**config.mk**
```make
export PLATFORM = sky130hd
export DESIGN_NAME = bus_transfer_unit
export DESIGN_NICKNAME = d
export VERILOG_FILES = /design/src/rtl/datapath_pkg.sv /design/src/rtl/bus_src_mux.sv /design/src/rtl/bus_transfer_unit.sv
export SDC_FILE = /design/constraint.sdc
export NUM_CORES = 1
export LEC_CHECK = 0
export ABC_CLOCK_PERIOD_IN_PS = 2820
export CAP_MARGIN = 20
export CORE_AREA = 2 2 322 324
export DETAILED_ROUTE_END_ITERATION = 8
export DIE_AREA = 0 0 324 326
export SETUP_SLACK_MARGIN = 0.3
export SLEW_MARGIN = 10
export SYNTH_ARGS = -nofsm -noshare
export SYNTH_HDL_FRONTEND = slang
export SYNTH_SLANG_ARGS = --single-unit
export TNS_END_PERCENT = 20
```
**constraint.sdc**
```tcl
create_clock -name clock -period 2.82 [get_ports clock]
set_input_delay 0.423 -clock clock [delete_from_list [all_inputs] [get_ports clock]]
set_output_delay 0.423 -clock clock [all_outputs]
set_load 0.005 [all_outputs]
```
**src/rtl/datapath_pkg.sv**
```systemverilog
// Shared datapath definitions: bus geometry, register index map and the
// transfer FSM state type used by the bus transfer unit.
package datapath_pkg;

    localparam int IDX_W      = 5;
    localparam int DATA_WIDTH = 32;

    // Source/destination indices; destination i is the same register as source i.
    localparam logic [IDX_W-1:0] R0     = 5'd0;
    localparam logic [IDX_W-1:0] R1     = 5'd1;
    localparam logic [IDX_W-1:0] R2     = 5'd2;
    localparam logic [IDX_W-1:0] R3     = 5'd3;
    localparam logic [IDX_W-1:0] R4     = 5'd4;
    localparam logic [IDX_W-1:0] R5     = 5'd5;
    localparam logic [IDX_W-1:0] R6     = 5'd6;
    localparam logic [IDX_W-1:0] R7     = 5'd7;
    localparam logic [IDX_W-1:0] R8     = 5'd8;
    localparam logic [IDX_W-1:0] R9     = 5'd9;
    localparam logic [IDX_W-1:0] R10    = 5'd10;
    localparam logic [IDX_W-1:0] R11    = 5'd11;
    localparam logic [IDX_W-1:0] R12    = 5'd12;
    localparam logic [IDX_W-1:0] R13    = 5'd13;
    localparam logic [IDX_W-1:0] R14    = 5'd14;
    localparam logic [IDX_W-1:0] R15    = 5'd15;
    localparam logic [IDX_W-1:0] HI     = 5'd16;
    localparam logic [IDX_W-1:0] LO     = 5'd17;
    localparam logic [IDX_W-1:0] ZHI    = 5'd18;
    localparam logic [IDX_W-1:0] ZLO    = 5'd19;
    localparam logic [IDX_W-1:0] PC     = 5'd20;
    localparam logic [IDX_W-1:0] MDR    = 5'd21;
    localparam logic [IDX_W-1:0] INPORT = 5'd22;
    localparam logic [IDX_W-1:0] CSIGN  = 5'd23;

    typedef enum logic [1:0] {
        IDLE  = 2'd0,
        WRITE = 2'd1,
        ERR   = 2'd2
    } xfer_state_t;

endpackage

```
**src/rtl/bus_src_mux.sv**
```systemverilog
// Combinational NUM_SRC:1 bus source selector. The caller guarantees the
// index is in range; an out-of-range index simply yields zero.
module bus_src_mux #(
    parameter int DATA_WIDTH = 32,
    parameter int NUM_SRC    = 24,
    parameter int IDX_W      = 5
) (
    input  logic [NUM_SRC*DATA_WIDTH-1:0] src_data_i,
    input  logic [IDX_W-1:0]              sel_i,
    output logic [DATA_WIDTH-1:0]         data_o
);

    always_comb begin
        data_o = '0;
        for (int i = 0; i < NUM_SRC; i++) begin
            if (sel_i == IDX_W'(i)) begin
                data_o = src_data_i[i*DATA_WIDTH +: DATA_WIDTH];
            end
        end
    end

endmodule

```
**src/rtl/bus_transfer_unit.sv**
```systemverilog
// Register-transfer engine: latches one source onto BusMuxOut and pulses a
// single destination enable, with write-to-read forwarding for back-to-back moves.
module bus_transfer_unit #(
    parameter int DATA_WIDTH = datapath_pkg::DATA_WIDTH,
    parameter int NUM_SRC    = 24,
    parameter int NUM_DST    = 20,
    parameter int IDX_W      = datapath_pkg::IDX_W
) (
    input  logic                          clock,
    input  logic                          clear_n,
    input  logic                          req_valid,
    output logic                          req_ready,
    input  logic [IDX_W-1:0]              req_src,
    input  logic [IDX_W-1:0]              req_dst,
    input  logic [NUM_SRC*DATA_WIDTH-1:0] src_data,
    output logic [DATA_WIDTH-1:0]         BusMuxOut,
    output logic [NUM_DST-1:0]            dst_enable,
    output logic                          done,
    output logic                          error
);

    import datapath_pkg::*;

    localparam logic [IDX_W:0] SRC_LIMIT = (IDX_W+1)'(NUM_SRC);
    localparam logic [IDX_W:0] DST_LIMIT = (IDX_W+1)'(NUM_DST);

    xfer_state_t           state_q, state_d;
    logic [DATA_WIDTH-1:0] busOut_q, busOut_d;
    logic [IDX_W-1:0]      dst_q, dst_d;
    logic [DATA_WIDTH-1:0] muxData;
    logic                  accept;
    logic                  idxValid;
    logic                  forward;

    bus_src_mux #(
        .DATA_WIDTH(DATA_WIDTH),
        .NUM_SRC   (NUM_SRC),
        .IDX_W     (IDX_W)
    ) u_src_mux (
        .src_data_i(src_data),
        .sel_i     (req_src),
        .data_o    (muxData)
    );

    assign req_ready = clear_n;
    assign accept    = req_valid && req_ready;
    assign idxValid  = ({1'b0, req_src} < SRC_LIMIT) && ({1'b0, req_dst} < DST_LIMIT);

    // The register being written this cycle still shows its old BusMuxIn,
    // so a read of it must take the value currently on the bus.
    assign forward = (state_q == WRITE) && (req_src == dst_q);

    always_ff @(posedge clock or negedge clear_n) begin
        if (!clear_n) begin
            state_q  <= IDLE;
            busOut_q <= '0;
            dst_q    <= '0;
        end else begin
            state_q  <= state_d;
            busOut_q <= busOut_d;
            dst_q    <= dst_d;
        end
    end

    always_comb begin
        state_d  = IDLE;
        busOut_d = busOut_q;
        dst_d    = dst_q;
        if (accept) begin
            if (idxValid) begin
                state_d  = WRITE;
                dst_d    = req_dst;
                busOut_d = forward ? busOut_q : muxData;
            end else begin
                state_d = ERR;
            end
        end
    end

    always_comb begin
        dst_enable = '0;
        for (int i = 0; i < NUM_DST; i++) begin
            dst_enable[i] = (state_q == WRITE) && (dst_q == IDX_W'(i));
        end
    end

    assign BusMuxOut = busOut_q;
    assign done      = (state_q == WRITE);
    assign error     = (state_q == ERR);

endmodule

```
# Word-level counts from Yosys, hierarchy flattened
# Index checks and enable logic that the tools add are counted.
# word_totals
ff_bits	39
output_inout_bits	55
n_memories	0
inputBits	781
wordCells	104
mem_bits_rw	0
rom_bits	0
latchBits	0
# op_classes
order_cmp	2
muxes	26
reduce_logical	27
n_eq_ne	45
n_shift	0
div	0
n_addsub	0
multipliers	0
bitwise_logic	1
# op_table
cell	count
2-to-1 mux 32 bit	24
== test 5 x 4 -> 1 bit (second input constant)	16
== test 5 bit (second input constant)	12
== test 5 x 3 -> 1 bit (second input constant)	8
logical AND 1 bit	23
== test 5 x 2 -> 1 bit (second input constant)	4
== test 5 x 1 -> 1 bit (second input constant)	2
logical NOT 5 bit	2
< comparator 5 bit (second input constant)	2
== test 5 bit	1
2-to-1 mux 2 bit	2
AND reduction 3 bit	1
== test 2 x 1 -> 1 bit (second input constant)	1
== test 2 bit (second input constant)	1
AND reduction 2 bit	1
NOT 1 bit	1

# Longest topological paths before layout
# depth
depth_word	25
depth_mapped	12
mapped_depth_nobuf	7

# Modules after synthesis
# From an unflattened synthesis, not the netlist that was laid out.
# unflattened
hier_cells	1222
hier_area_um2	9340.2
# by_module_without_submodules
module	seq_area_each_um2	area_each_um2	cells_each	n_inst
bus_src_mux	0.0	7627.3	1095	1
bus_transfer_unit	975.9	1712.9	127	1

# Worst setup path before layout
# OpenSTA, ideal clock, no wires.
# synth_path
kind	input to register
start	input port req_src[4]
end	register busOut_q[21], in the netlist BusMuxOut[21]
setup_time_ns	0.101
required_ns	2.719
path_buffers	1
stages	8
t_arrival_ns	2.052
path_slack_ns	0.668
cell_sequence	buf_2 > or3_4 > nor2_2 > a22oi_1 > a21o_1 > a2111oi_4 > a2111oi_2 > o311ai_2
# synth_between
elab_chain_len	25
elab_cells_between_ends	54
cone_classes	1 x order compare; 24 x eq/ne; 24 x mux; 1 x bitwise; 4 x reduce/logical
# synth_lines
item	line	text
from (decl)	bus_transfer_unit.sv:13	input logic [IDX_W-1:0] req_src,
logical NOT 5 bit	bus_src_mux.sv:16	if (sel_i == IDX_W'(i)) begin
2-to-1 mux 32 bit (24 in series)	bus_src_mux.sv:16	
to (signal assigned)	bus_transfer_unit.sv:60	busOut_q <= busOut_d;
to (decl)	bus_transfer_unit.sv:28	logic [DATA_WIDTH-1:0] busOut_q, busOut_d;
# Several ways; a longest one is shown, not always the timed one.
# A chain may end at the register's enable or synchronous reset.

# Final worst setup path
# layout_path
start	input port req_src[3]
end	register busOut_q[16], in the netlist BusMuxOut[16]
# The elaborated chain is that of the path after synthesis.

==> run metrics <==
clock slew at reported path FFs 90 ps; Netlist cell types a little over 90; Max FO, Critical Path 14; Final setup viols 0; largest net degree at the start of global routing approximately 40; Initial Util 0.08887; die area ~0.11 mm^2; mux cell area share after synthesis 0.1085; Routed WL 140.4 mm; die height ~330 um; PnR Total Power around 5.2 mW; Main synth FF type dfrtp_1; leading area contributor after synthesis dfrtp_1; area of the multi-input gates between 0.007 and 0.008 mm^2; final net count about 3100; ys async rst share 1.000; I/O pin count approximately 840; post-synthesis sequential area ratio 0.1070; fillers 11489; Cell Area, Synth around 0.009 mm^2; crit start category input pin; root buf cell clkbuf_16; max-slew violations 0; starting DRC count in detailed routing ~1600; initial antenna violation count 60; DRC viols 0; TritonCTS clock tree yes; maximum vdd drop 0.3173 mV; first-pass GRT wire length around 180 mm; core area between 0.1 and 0.15 mm^2; layout cells sized above 1 0.1979; total CTS buffers 5; Final Hold Vio Count 0; Rows between 100 and 150; Worst EP arrival 2880 ps; sequential cell area about 980 um^2; die width ~320 um; minimum clock period between 2000 and 3000 ps; reg-to-reg endpoint BusMuxOut[30]$_DFFE_PN0P_; Skew-Pair Late Insertion Delay roughly 340 ps; Crit. End Element flip-flop; Final period util 0.9227; Adder-Cell Fraction of Synth Area 0; maximum clock frequency around 380 MHz; Power Dens Cells ~240 mW/mm^2; final HPWL from detailed placement 124.5 mm; Worst Hold Class input pin to asynchronous set/reset pin; Detailed Routing Iterations Pass 1 8; RSZ-0062 raised after global routing true; Mapped Avg Cell Area 6.966 um^2; worst path required time just over 3000 ps; Routed WL per cell roughly 38 um; Sink Count 39; Maximum Capacitance Violations 0; compound-cell area share of the yosys netlist 0.4724; H-Tree Depth 2; gr usage total 0.2547; Via density around 4.6; deepest clock path buffer count 2; EDFF count, synth 0; Ys Warns 0; Placer Congestion 0.9646; main combinational cell family by area after synthesis compound AO/OA/AOI/OAI gates; syn nets 2090; Routed Antenna Nets 0; largest cells by area after synthesis dfrtp_1 11%, a21oi_1 10%, o21ai_0 6.2%, nand2_1 5.0%, o22ai_1 4.3%; synth-to-layout area growth 140.8%; Gate Count Post-Synth ~1300; WHS around 430 ps; R2R depth 8; outcome complete, no violations; Post-Synth XOR/XNOR Area 0.004802; Yosys top cell area share 0.1070; via count around 17000; Hold Buf Count CTS 0; Worst R2R Start dst_q[0]$_DFFE_PN0P_; total global routing overflow 0; Seq cells post-synth 39; worst rel slew slack 0.3223; vias in the first global route 17124; Setup Crit Path Kind input pin to flip-flop; Max Clock Skew 13.89 ps; Slew @ Worst Pin 1012 ps; leakage power 7.960 nW; R2R setup slack around 430 ps; Post-Synth Simple-Gate Area 0.2232; IO Port Bufs about 840
-- through the flow --
| stage | setup TNS (ps) | instances | setup WS, ps | utilization | area (um^2) |
|---|---|---|---|---|---|
| 3_3_place_gp | -3289 | 3707 | -424.4 | 0.2102 | 21560 |
| 2_1_floorplan | 0 | 1309 | 667.5 | - | 9119 |
| 3_5_place_dp | -3697 | 3707 | -440.3 | 0.2102 | 21560 |
| 4_1_cts | 0 | 3715 | 173.8 | 0.2123 | 21790 |
| 5_1_grt | 0 | 3726 | 206.5 | 0.2137 | 21930 |
| 6_report | 0 | 3736 | 217.9 | 0.2140 | 21960 |
-- cell usage after synthesis, types with 4 or more instances --
library cell  number
clkbuf_1          36
a22oi_1           35
a2111oi_0          9
xor2_1             4
a211oi_1           8
a21o_1            17
o31ai_1            9
dfrtp_1           39
and3_1             9
mux2i_1           28
nand4_1           11
o32ai_1            6
nor2b_1           15
o211ai_1          18
a221o_1           11
nor3_1            33
nor4_1             8
buf_2             72
o21a_1             5
mux4_2            16
a211o_1            4
a2bb2oi_1         10
buf_6              8
or3_1              7
o21ai_0          113
o311ai_0           5
inv_1              7
a221oi_1          30
mux2_2            31
nand3b_1           4
a222oi_1          15
nand2_1          122
nand2b_1          14
nand3_1           32
o221ai_1          25
a22o_1            15
nor2_1            98
o22ai_1           63
o2bb2ai_1          5
nor2_2             6
buf_4             19
o22a_1             8
o221a_2            5
a21oi_1          184
a31oi_1           14
-- critical path, stage by stage --
cell      delay [ps]
buf_4            180
buf_4            180
buf_12           150
nor2_1           120
buf_4            220
nand2_1          120
buf_4            170
nor3_1           160
a21oi_1           60
o211ai_1         790
a31o_2           280
-- state kept, by name, summed over array words and instances (netlist names) --
signal     cells
BusMuxOut     32
dst_q          5
state_q        2
-- cells in the final DEF, fill, tap and decap left out, types with 10 or more instances in the layout --
cell / Yosys / routed
nor2_1: 98 / 97
a221oi_1: 30 / 30
a21oi_1: 184 / 180
buf_12: 0 / 50
o211ai_1: 18 / 18
a21o_1: 17 / 17
diode_2: 0 / 17
a2bb2oi_1: 10 / 10
mux4_2: 16 / 16
a222oi_1: 15 / 15
nand4_1: 11 / 11
o21ai_0: 113 / 108
a221o_1: 11 / 11
nand3_1: 32 / 31
a31oi_1: 14 / 13
o221ai_1: 25 / 24
a22o_1: 15 / 15
mux2_2: 31 / 31
nand2b_1: 14 / 13
nor3_1: 33 / 30
nand2_1: 122 / 122
o22ai_1: 63 / 61
clkdlybuf4s50_1: 0 / 829
mux2i_1: 28 / 28
dfrtp_1: 39 / 39
a22oi_1: 35 / 35
buf_4: 19 / 272
-- worst max-delay path by stage --
stage          cells past startpoint                         to        from  slack (ps)
3_3_place_gp                      10  BusMuxOut[21]$_DFFE_PN0P_  req_src[3]        -420
6_report                          11  BusMuxOut[16]$_DFFE_PN0P_  req_src[3]         220
5_1_grt                           11   BusMuxOut[6]$_DFFE_PN0P_  req_src[3]         210
2_1_floorplan                      8  BusMuxOut[21]$_DFFE_PN0P_  req_src[4]         670
3_5_place_dp                      10  BusMuxOut[21]$_DFFE_PN0P_  req_src[3]        -440
4_1_cts                           11  BusMuxOut[18]$_DFFE_PN0P_  req_src[2]         170
-- power by group --
group | switching [mW] | internal (mW) | total, mW
Combinational | 1.67 | 1.91 | 3.58
Sequential | 0.153 | 0.683 | 0.836
Clock | 0.379 | 0.422 | 0.801
Total | 2.21 | 3.01 | 5.22
-- routing by layer --
| layer | wire length (um) | vias up | global-route usage |
|---|---|---|---|
| li1 | - | 7291 | - |
| met1 | 61920 | 8464 | 0.3385 |
| met2 | 64740 | 1119 | 0.4226 |
| met3 | 11010 | 162 | 0.05950 |
| met4 | 2448 | 40 | 0.04006 |
| met5 | 269 | - | 0 |
-- cell type report --
type / count / area share
inverters: 8 / 0.001368
multi-input cells: 1125 / 0.3459
clock buffers: 5 / 0.005699
repair buffers: 1159 / 0.5200
clock inverters: 3 / 0.001995
diodes: 17 / 0.001938
well taps: 1380 / 0.07864
flip-flops and latches: 39 / 0.04445
-- logic make-up after synthesis --
| group | count (synthesis) |
|---|---|
| buffers and inverters | 145 |
| muxes | 75 |
| AOI/OAI and AO/OA | 644 |
| DFF | 39 |
| xor gates and xnor gates | 5 |
| and+or+nand+nor | 401 |
-- timing repair --
item / CTS / global route
resized for setup: 13 / 24
pin swaps: 2 / 5
setup endpoints to repair: 19 / 33
setup buffers: 0 / 3
Power figures use the tool's default switching activity.
